### src/rtl/subpel_row_sched_if.sv
// Bundle between the sub-pel row scheduler and its environment: job config,
// reference pixel stream, FIR bank window/results and framed output stream.
interface subpel_row_sched_if;
  logic        start;
  logic [1:0]  cfg_frac;
  logic [3:0]  cfg_w;
  logic [3:0]  cfg_h;
  logic [7:0]  in_pixel;
  logic        in_valid;
  logic        in_ready;
  logic [63:0] fir_window;
  logic [7:0]  fir_a_px;
  logic [7:0]  fir_b_px;
  logic [7:0]  fir_c_px;
  logic [7:0]  out_pixel;
  logic        out_valid;
  logic        out_last_col;
  logic        out_last;
  logic        busy;

  modport master (
    output start, cfg_frac, cfg_w, cfg_h, in_pixel, in_valid,
    output fir_a_px, fir_b_px, fir_c_px,
    input  in_ready, fir_window, out_pixel, out_valid, out_last_col, out_last, busy
  );

  modport slave (
    input  start, cfg_frac, cfg_w, cfg_h, in_pixel, in_valid,
    input  fir_a_px, fir_b_px, fir_c_px,
    output in_ready, fir_window, out_pixel, out_valid, out_last_col, out_last, busy
  );
endinterface

### src/rtl/subpel_row_sched.sv
// Row scheduler for HEVC horizontal sub-pel interpolation: primes and slides the
// 8-pixel FIR window row by row and frames one filtered pixel per window.
module subpel_row_sched (
  input  logic              clock,
  input  logic              reset,
  subpel_row_sched_if.slave bus
);

  typedef enum logic [1:0] {
    ST_IDLE  = 2'd0,
    ST_PRIME = 2'd1,
    ST_RUN   = 2'd2,
    ST_DRAIN = 2'd3
  } state_t;

  localparam logic [3:0] PRIME_LAST = 4'd6;

  state_t      state_r;
  state_t      state_s;
  logic [1:0]  frac_r;
  logic [3:0]  w_r;
  logic [3:0]  h_r;
  logic [3:0]  col_r;
  logic [3:0]  col_s;
  logic [3:0]  row_r;
  logic [3:0]  row_s;
  logic        load_cfg_s;
  logic [63:0] win_r;
  logic [7:0]  int_px_r;
  logic        v1_r;
  logic        v2_r;
  logic        lc1_r;
  logic        lc2_r;
  logic        l1_r;
  logic        l2_r;
  logic        accept_s;
  logic        run_acc_s;
  logic        row_end_s;
  logic        blk_end_s;
  logic [7:0]  sel_px_s;

  assign bus.in_ready = (state_r == ST_PRIME) || (state_r == ST_RUN);
  assign bus.busy     = (state_r != ST_IDLE);
  assign accept_s     = bus.in_valid & bus.in_ready;
  assign run_acc_s    = accept_s && (state_r == ST_RUN);
  assign row_end_s    = (col_r == w_r);
  assign blk_end_s    = row_end_s && (row_r == h_r);

  // Next-state, column/row counter and config-load decode.
  always_comb begin
    state_s    = state_r;
    col_s      = col_r;
    row_s      = row_r;
    load_cfg_s = 1'b0;
    case (state_r)
      ST_IDLE: begin
        if (bus.start) begin
          load_cfg_s = 1'b1;
          col_s      = 4'd0;
          row_s      = 4'd0;
          state_s    = ST_PRIME;
        end else begin
          state_s = ST_IDLE;
        end
      end
      ST_PRIME: begin
        if (accept_s && (col_r == PRIME_LAST)) begin
          col_s   = 4'd0;
          state_s = ST_RUN;
        end else if (accept_s) begin
          col_s = col_r + 4'd1;
        end else begin
          col_s = col_r;
        end
      end
      ST_RUN: begin
        if (accept_s && blk_end_s) begin
          col_s   = 4'd0;
          state_s = ST_DRAIN;
        end else if (accept_s && row_end_s) begin
          col_s   = 4'd0;
          row_s   = row_r + 4'd1;
          state_s = ST_PRIME;
        end else if (accept_s) begin
          col_s = col_r + 4'd1;
        end else begin
          col_s = col_r;
        end
      end
      ST_DRAIN: begin
        if (v2_r && l2_r) begin
          state_s = ST_IDLE;
        end else begin
          state_s = ST_DRAIN;
        end
      end
      default: begin
        state_s = ST_IDLE;
      end
    endcase
  end

  // State, counters and latched job configuration.
  always_ff @(posedge clock) begin
    if (reset) begin
      state_r <= ST_IDLE;
      col_r   <= 4'd0;
      row_r   <= 4'd0;
      frac_r  <= 2'd0;
      w_r     <= 4'd0;
      h_r     <= 4'd0;
    end else begin
      state_r <= state_s;
      col_r   <= col_s;
      row_r   <= row_s;
      if (load_cfg_s) begin
        frac_r <= bus.cfg_frac;
        w_r    <= bus.cfg_w;
        h_r    <= bus.cfg_h;
      end
    end
  end

  // Sliding window: newest pixel enters byte 7; never cleared between rows
  // because the 8 accepts preceding each row's first output refill it.
  always_ff @(posedge clock) begin
    if (reset) begin
      win_r <= 64'd0;
    end else if (accept_s) begin
      win_r <= {bus.in_pixel, win_r[63:8]};
    end
  end

  // Two-stage valid pipeline with framing tags; the integer-phase pixel is
  // captured on the same edge the FIR bank samples the window.
  always_ff @(posedge clock) begin
    if (reset) begin
      v1_r     <= 1'b0;
      v2_r     <= 1'b0;
      lc1_r    <= 1'b0;
      lc2_r    <= 1'b0;
      l1_r     <= 1'b0;
      l2_r     <= 1'b0;
      int_px_r <= 8'd0;
    end else begin
      v1_r     <= run_acc_s;
      lc1_r    <= run_acc_s && row_end_s;
      l1_r     <= run_acc_s && blk_end_s;
      v2_r     <= v1_r;
      lc2_r    <= lc1_r;
      l2_r     <= l1_r;
      int_px_r <= win_r[31:24];
    end
  end

  // Phase select between integer tap and the three FIR results.
  always_comb begin
    sel_px_s = int_px_r;
    case (frac_r)
      2'd0:    sel_px_s = int_px_r;
      2'd1:    sel_px_s = bus.fir_a_px;
      2'd2:    sel_px_s = bus.fir_b_px;
      2'd3:    sel_px_s = bus.fir_c_px;
      default: sel_px_s = int_px_r;
    endcase
  end

  // FIR_C has 7 taps at -2..+4, so its window is advanced by one byte.
  assign bus.fir_window   = (frac_r == 2'd3) ? {8'h00, win_r[63:8]} : win_r;
  assign bus.out_valid    = v2_r;
  assign bus.out_last_col = lc2_r;
  assign bus.out_last     = l2_r;
  assign bus.out_pixel    = v2_r ? sel_px_s : 8'd0;

endmodule
### src/flat_wrapper.sv
// flat-port wrapper written by rule: the top's interface ports become plain ports
module subpel_row_sched_flat 
  (clock, reset, bus_start, bus_cfg_frac, bus_cfg_w, bus_cfg_h, bus_in_pixel, bus_in_valid, bus_fir_a_px, bus_fir_b_px, bus_fir_c_px, bus_in_ready, bus_fir_window, bus_out_pixel, bus_out_valid, bus_out_last_col, bus_out_last, bus_busy);
  subpel_row_sched_if bus_i ();
  input  logic clock;
  input  logic reset;
  input wire logic [$bits(bus_i.start)-1:0] bus_start;
  input wire logic [$bits(bus_i.cfg_frac)-1:0] bus_cfg_frac;
  input wire logic [$bits(bus_i.cfg_w)-1:0] bus_cfg_w;
  input wire logic [$bits(bus_i.cfg_h)-1:0] bus_cfg_h;
  input wire logic [$bits(bus_i.in_pixel)-1:0] bus_in_pixel;
  input wire logic [$bits(bus_i.in_valid)-1:0] bus_in_valid;
  input wire logic [$bits(bus_i.fir_a_px)-1:0] bus_fir_a_px;
  input wire logic [$bits(bus_i.fir_b_px)-1:0] bus_fir_b_px;
  input wire logic [$bits(bus_i.fir_c_px)-1:0] bus_fir_c_px;
  output wire logic [$bits(bus_i.in_ready)-1:0] bus_in_ready;
  output wire logic [$bits(bus_i.fir_window)-1:0] bus_fir_window;
  output wire logic [$bits(bus_i.out_pixel)-1:0] bus_out_pixel;
  output wire logic [$bits(bus_i.out_valid)-1:0] bus_out_valid;
  output wire logic [$bits(bus_i.out_last_col)-1:0] bus_out_last_col;
  output wire logic [$bits(bus_i.out_last)-1:0] bus_out_last;
  output wire logic [$bits(bus_i.busy)-1:0] bus_busy;
  assign bus_i.start = bus_start;
  assign bus_i.cfg_frac = bus_cfg_frac;
  assign bus_i.cfg_w = bus_cfg_w;
  assign bus_i.cfg_h = bus_cfg_h;
  assign bus_i.in_pixel = bus_in_pixel;
  assign bus_i.in_valid = bus_in_valid;
  assign bus_i.fir_a_px = bus_fir_a_px;
  assign bus_i.fir_b_px = bus_fir_b_px;
  assign bus_i.fir_c_px = bus_fir_c_px;
  assign bus_in_ready = bus_i.in_ready;
  assign bus_fir_window = bus_i.fir_window;
  assign bus_out_pixel = bus_i.out_pixel;
  assign bus_out_valid = bus_i.out_valid;
  assign bus_out_last_col = bus_i.out_last_col;
  assign bus_out_last = bus_i.out_last;
  assign bus_busy = bus_i.busy;
  subpel_row_sched u_core (.clock(clock), .reset(reset), .bus(bus_i));
endmodule
### config.mk
export PLATFORM = sky130hd
export DESIGN_NAME = subpel_row_sched_flat
export DESIGN_NICKNAME = d
export VERILOG_FILES = /design/src/rtl/subpel_row_sched_if.sv /design/src/rtl/subpel_row_sched.sv /design/src/flat_wrapper.sv
export SDC_FILE = /design/constraint.sdc
export NUM_CORES = 1
export LEC_CHECK = 0
export ABC_AREA = 1
export BUFFER_PORTS_ARGS = -buffer_cell sky130_fd_sc_hd__buf_2
export CAP_MARGIN = 20
export CORE_MARGIN = 5
export CORE_UTILIZATION = 50
export CTS_CLUSTER_SIZE = 40
export DETAILED_ROUTE_END_ITERATION = 8
export GPL_TIMING_DRIVEN = 0
export HOLD_SLACK_MARGIN = 0.15
export PLACE_DENSITY = 0.85
export SYNTH_ARGS = -nofsm -noshare
export SYNTH_HDL_FRONTEND = slang
export SYNTH_SLANG_ARGS = --single-unit
### constraint.sdc
create_clock -name clock -period 3.1 [get_ports clock]
set_clock_uncertainty 0.1 [all_clocks]
set_input_delay 0.465 -clock clock [delete_from_list [all_inputs] [get_ports clock]]
set_output_delay 0.465 -clock clock [all_outputs]
set_load 0.005 [all_outputs]
# ---- Word-level counts from Yosys, hierarchy flattened
# Cells that the tools add are included.
dict set report totals {
  word_cells 68
  output_inout_bits 77
  inputBits 46
  reg_bits 98
}
dict set report op_classes {
  eq_ne 14
  addsub 2
  reduce_logical 17
  bitwise 1
  muxes 20
}
# operator n
set ops {}
lappend ops {{2-to-1 mux 64 bit} 1}
lappend ops {{one-hot mux 8 bit (4 select lines)} 1}
lappend ops {{2-to-1 mux 4 bit} 7}
lappend ops {{one-hot mux 4 bit (3 select lines)} 1}
lappend ops {{adder 4 x 1 -> 4 bit (second input constant)} 2}
lappend ops {{equality test 2 bit (second input constant)} 4}
lappend ops {{equality test 4 bit} 2}
lappend ops {{logical AND 1 bit} 8}
lappend ops {{2-to-1 mux 2 bit} 4}
lappend ops {{2-to-1 mux 8 bit} 1}
lappend ops {{!= test 2 bit (second input constant)} 4}
lappend ops {{one-hot mux 2 bit (4 select lines)} 1}
lappend ops {{one-hot mux 4 bit (2 select lines)} 1}
lappend ops {{equality test 2 x 1 -> 1 bit (second input constant)} 2}
lappend ops {{equality test 4 x 3 -> 1 bit (second input constant)} 1}
lappend ops {{logical NOT 2 bit} 2}
lappend ops {{AND reduction 2 bit} 2}
lappend ops {{AND reduction 4 bit} 1}
lappend ops {{nonzero test 2 bit} 2}
lappend ops {{2-to-1 mux 1 bit} 3}
lappend ops {{!= test 3 bit (second input constant)} 1}
lappend ops {{nonzero test 3 bit} 1}
lappend ops {{bitwise AND 1 bit} 1}
lappend ops {{logical OR 1 bit} 1}

# ---- Logic depth before layout (Yosys ltp)
dict set report depth {
  word_depth 7
  depth_mapped 11
  ltp_nobuf 11
}

# ---- Worst setup path before layout
# No wires, ideal clock.
dict set report synth_timing {
  kind {reg-to-reg}
  startpoint {reg u_core.state_r[0]}
  endpoint {reg u_core.row_r[1]}
  required_time_ps 2883
  setup_slack_ps 1375
  path_stages_with_launch 12
  arrival_time_ps 1509
  setup_time_ps 117
  n_path_buf 0
  synth_period_minus_slack_ps 1725
  cell_sequence {dfxtp_1 > inv_1 > ha_1 > nand2_2 > clkinv_2 > nand2_2 > nor2_4 > nand3_4 > nand3_4 > nand2_2 > nand2_1 > nor2_2}
}
dict set report synth_via {
  elab_chain_cells 6
  elab_cells_between_ends 13
  classes_between {5 x eq/ne; 1 x mux; 1 x bitwise; 6 x reduce/logical}
}
# element line_no
set synth_rtl {}
lappend synth_rtl {{start: declaration} subpel_row_sched.sv:18} ;# state_t state_r;
lappend synth_rtl {{start signal: assignment} subpel_row_sched.sv:113} ;# state_r <= state_s;
lappend synth_rtl {{equality test 2 x 1 -> 1 bit or equality test 2 bit (tied branches)} subpel_row_sched.sv:42} ;# assign bus.in_ready = (state_r == ST_PRIME) || (state_r == ST_RUN);
lappend synth_rtl {{logical OR 1 bit *} subpel_row_sched.sv:42}
lappend synth_rtl {{net bus_in_ready} flat_wrapper.sv:16} ;# output wire logic [$bits(bus_i.in_ready)-1:0] bus_in_ready;
lappend synth_rtl {{bitwise AND 1 bit *} subpel_row_sched.sv:44} ;# assign accept_s = bus.in_valid & bus.in_ready;
lappend synth_rtl {{logical AND 1 bit, on equally long branches} {subpel_row_sched.sv:77, subpel_row_sched.sv:80}}
lappend synth_rtl {{!= test 2 bit (no source line)} --}
lappend synth_rtl {{AND reduction 4 bit (no source line) *} --}
lappend synth_rtl {{end signal: assignment} subpel_row_sched.sv:115} ;# row_r <= row_s;
lappend synth_rtl {{end: declaration} subpel_row_sched.sv:25} ;# logic [3:0] row_r;
# Mark *: on every way through the listed nets, which the timed path passes. The rest lies on a longest branch.
# A chain may end at the register's enable or synchronous reset.

# ---- Final worst setup path
dict set report layout_timing {
  startpoint {reg u_core.frac_r[1]}
  endpoint {out bus_fir_window[38]}
}
dict set report layout_via {
  elab_chain_cells 2
}
# element line_no
set layout_rtl {}
lappend layout_rtl {{start: declaration} subpel_row_sched.sv:20} ;# logic [1:0] frac_r;
lappend layout_rtl {{start signal: assignment} subpel_row_sched.sv:117} ;# frac_r <= bus.cfg_frac;
lappend layout_rtl {{equality test 2 bit} subpel_row_sched.sv:169} ;# assign bus.fir_window = (frac_r == 2'd3) ? {8'h00, win_r[63:8]} : win_r;
lappend layout_rtl {{2-to-1 mux 64 bit} subpel_row_sched.sv:169}
lappend layout_rtl {{end: declaration} flat_wrapper.sv:17} ;# output wire logic [$bits(bus_i.fir_window)-1:0] bus_fir_window;
# No other way between the ends.

==> flow_metrics.env <==
export IMPL_dp_hpwl_mm=9.99
export IMPL_diodes=0
export IMPL_fin_nets=812
export IMPL_fillCellCount=793
export IMPL_routedWlPerCell_um=15.4
export IMPL_io_pins=123
export IMPL_vias_per_cell=5.53
export IMPL_post_cts_buffers=0
export IMPL_period_minus_slack_ns=2.42
export IMPL_synth_edff_count=0
export IMPL_drc=0
export IMPL_die_area_um2=11100
export IMPL_vias=4824
export IMPL_synth_top_cell_area_share_pct=43.3
export IMPL_postCtsHoldBufs=0
export IMPL_critical_path_arrival_ns=1.86
export IMPL_register_area_um2=1960
export IMPL_path_clk_slew_ns=0.09
export IMPL_synth_sequential_area_ratio_pct=43.3
export IMPL_final_setup_viol_count=0
export IMPL_hold_path_class="primary input to flip-flop"
export IMPL_final_util_pct=62.4
export IMPL_drv_cap=0
export IMPL_place_congestion=0.948
export IMPL_finalHoldViolCount=0
export IMPL_clkLatencyLatePin_ns=0.36
export IMPL_antenna_found_initial=0
export IMPL_syn_num_nets=680
export IMPL_fin_crit_sh_pct=78.2
export IMPL_first_pass_iters=5
export IMPL_first_global_vias=4630
export IMPL_final_cells=872
export IMPL_dp_cells=856
export IMPL_grt_pass1_wl_mm=21.5
export IMPL_clk_path_buf_depth=2
export IMPL_multiInputGateArea_um2=2160
export IMPL_syn2layout_area_growth_pct=20.7
export IMPL_cts_root_buf="clkbuf_8"
export IMPL_row_count=34
export IMPL_start_util_pct=51.7
export IMPL_portBuffers=121
export IMPL_synth_area_leaders="dfxtp_1 (43%), o21ai_0 (15%), nand2_1 (9.9%), a21oi_1 (8.2%), inv_1 (4.6%)"
export IMPL_cts_tree="built"
export IMPL_track_usage_pct=23.2
export IMPL_slew_viol_final=0
export IMPL_ir_drop_mv=0.477
export IMPL_drive_above_1_share_pct=24.2
export IMPL_reg2reg_slack_ns=0.97
export IMPL_finalSetupTns_ns=0
export IMPL_ant_nets=0
export IMPL_synth_seq_cells=98
export IMPL_whs_ns=0.252
export IMPL_yosys_warnings=0
export IMPL_powerDensity_nw_per_um2=866
export IMPL_crit_required_ns=2.53
export IMPL_cts_resized_gates=0
export IMPL_clock_sinks=98
export IMPL_slew_limit_headroom_pct=64.2
export IMPL_crit_fanout=10
export IMPL_numCtsBuffers=9
export IMPL_synth_cells=627
export IMPL_avgSynthCellArea_um2=7.23
export IMPL_die_w_um=105
export IMPL_rsz0062_at_grt="false"
export IMPL_status="finished, final reports clean"
export IMPL_cp_end_kind="output pin"
export IMPL_syn_area_um2=4530
export IMPL_routed_wl_mm=13.4
export IMPL_ys_async_sr_fraction_pct=0
export IMPL_post_synth_top_count_cell="o21ai_0"
export IMPL_p_leak_nw=2.38
export IMPL_core_um2=8760
export IMPL_yosys_top_cells_count="o21ai_0 (134), nand2_1 (119), dfxtp_1 (98)"
export IMPL_start_kind="flip-flop"
export IMPL_worst_setup_path_type="flip-flop to output pin"
export IMPL_max_freq_mhz=413
export IMPL_grt_max_degree=16
export IMPL_synth_ff_type="dfxtp_1"
export IMPL_grt_ovfl_total=0
export IMPL_die_h_um=105
export IMPL_cts_htree_levels=3
export IMPL_synth_top_cell_by_area="dfxtp_1"
export IMPL_drt_first_iter_violations=420
export IMPL_tightest_slew_ns=0.537
export IMPL_yosysUniqueCellTypes=32
==> worst paths after layout <==
check | startpoint | endpoint | cells after the start
setup / recovery | u_core.frac_r[1] | bus_fir_window[38] | 6
hold / removal | bus_cfg_h[2] | u_core.h_r[2] | 3
setup reg to reg | u_core.state_r[0] | u_core.win_r[63] | 6
hold reg to reg | u_core.lc1_r | u_core.bus.out_last_col | 2
==> metrics by stage <==
step	power, mW	setup slack (ns)	instance area [µm²]
floorplan	3.13	1.37	4530
global placement	3.80	1.11	5270
detailed placement	3.89	1.02	5270
CTS	4.71	0.709	5470
global route	5.04	0.540	5470
finish	4.73	0.676	5470
==> routing by layer <==
metal  wire length, µm  up-vias  global-route usage, %
met5                 0        -                      0
met4               312        0                   9.50
met3              1170       32                   4.25
met2              6390      245                   38.4
met1              5540     2217                   29.6
li1                  -     2330                      -
==> cell usage in the layout (no fill, tap or decap) <==
cell type  Yosys  routed
nor3_1         2       2
nand3_1        5       5
nand2_4        2       2
nand2_2        9       9
nand2_1      119     119
o221ai_1       1       1
xor2_2         1       1
buf_4          1       1
a21oi_1       74      74
inv_2          6       6
nor3_2         1       1
nor2_1        37      37
nor2_2         5       5
nand3_2        1       1
clkinv_1       1       1
clkinv_4       0       1
o21ai_0      134     134
xor2_1         2       2
dfxtp_1       98      98
bufinv_16      0       1
buf_2         13     134
o21ai_1        3       3
nand3_4        2       2
nor2_4         2       2
xnor2_1        3       3
clkinv_2       1       4
clkbuf_2       1       1
nand4_1        5       5
clkbuf_1      23      24
inv_1         56      56
a41oi_1        8       8
a21oi_4        1       1
ha_1           7       7
clkbuf_8       0      10
a21oi_2        3       3
==> worst max-delay path, cell delays in order (launching register included) <==
cell and delay [ns]:
dfxtp_1 0.34, nand2_1 0.10, buf_2 0.23, clkbuf_1 0.42, nand2_1 0.09, o21ai_0 0.14, buf_2 0.18
==> cells by family (layout without fill, tap and decap cells) <==
| logic type | after synthesis | in the layout | share of synthesized area [%] |
|---|---|---|---|
| DFF | 98 | 98 | 43.3 |
| buffers and inverters | 102 | 239 | 8.94 |
| and+or+nand+nor | 190 | 190 | 18.5 |
| adders and majority gates | 7 | 7 | 1.93 |
| AOI/OAI and AO/OA | 224 | 224 | 26.0 |
| xor gates and xnor gates | 6 | 6 | 1.33 |
==> registers in the layout, indices dropped and copies added, names as in the netlist, 2 cells and up <==
register	cells
u_core.frac_r	2
u_core.state_r	2
u_core.int_px_r	8
u_core.row_r	4
u_core.h_r	4
u_core.w_r	4
u_core.win_r	64
u_core.col_r	4
==> report_power, final <==
part           switching, mW  total, mW  internal (mW)
clock network          0.441      0.834          0.393
registers              0.232       1.87           1.63
logic                   1.30       2.03          0.731
total                   1.97       4.73           2.76
==> area by class of cell <==
cell class / instances / share of cell area, %
multi-input cells: 427 / 39.6
flip-flops and latches: 98 / 35.9
repair buffers: 121 / 11.1
inverters: 64 / 4.42
plain buffers: 38 / 3.00
clock buffers: 11 / 2.59
well taps: 108 / 2.47
clock inverters: 5 / 0.984
(Power assumes the default switching activity.)
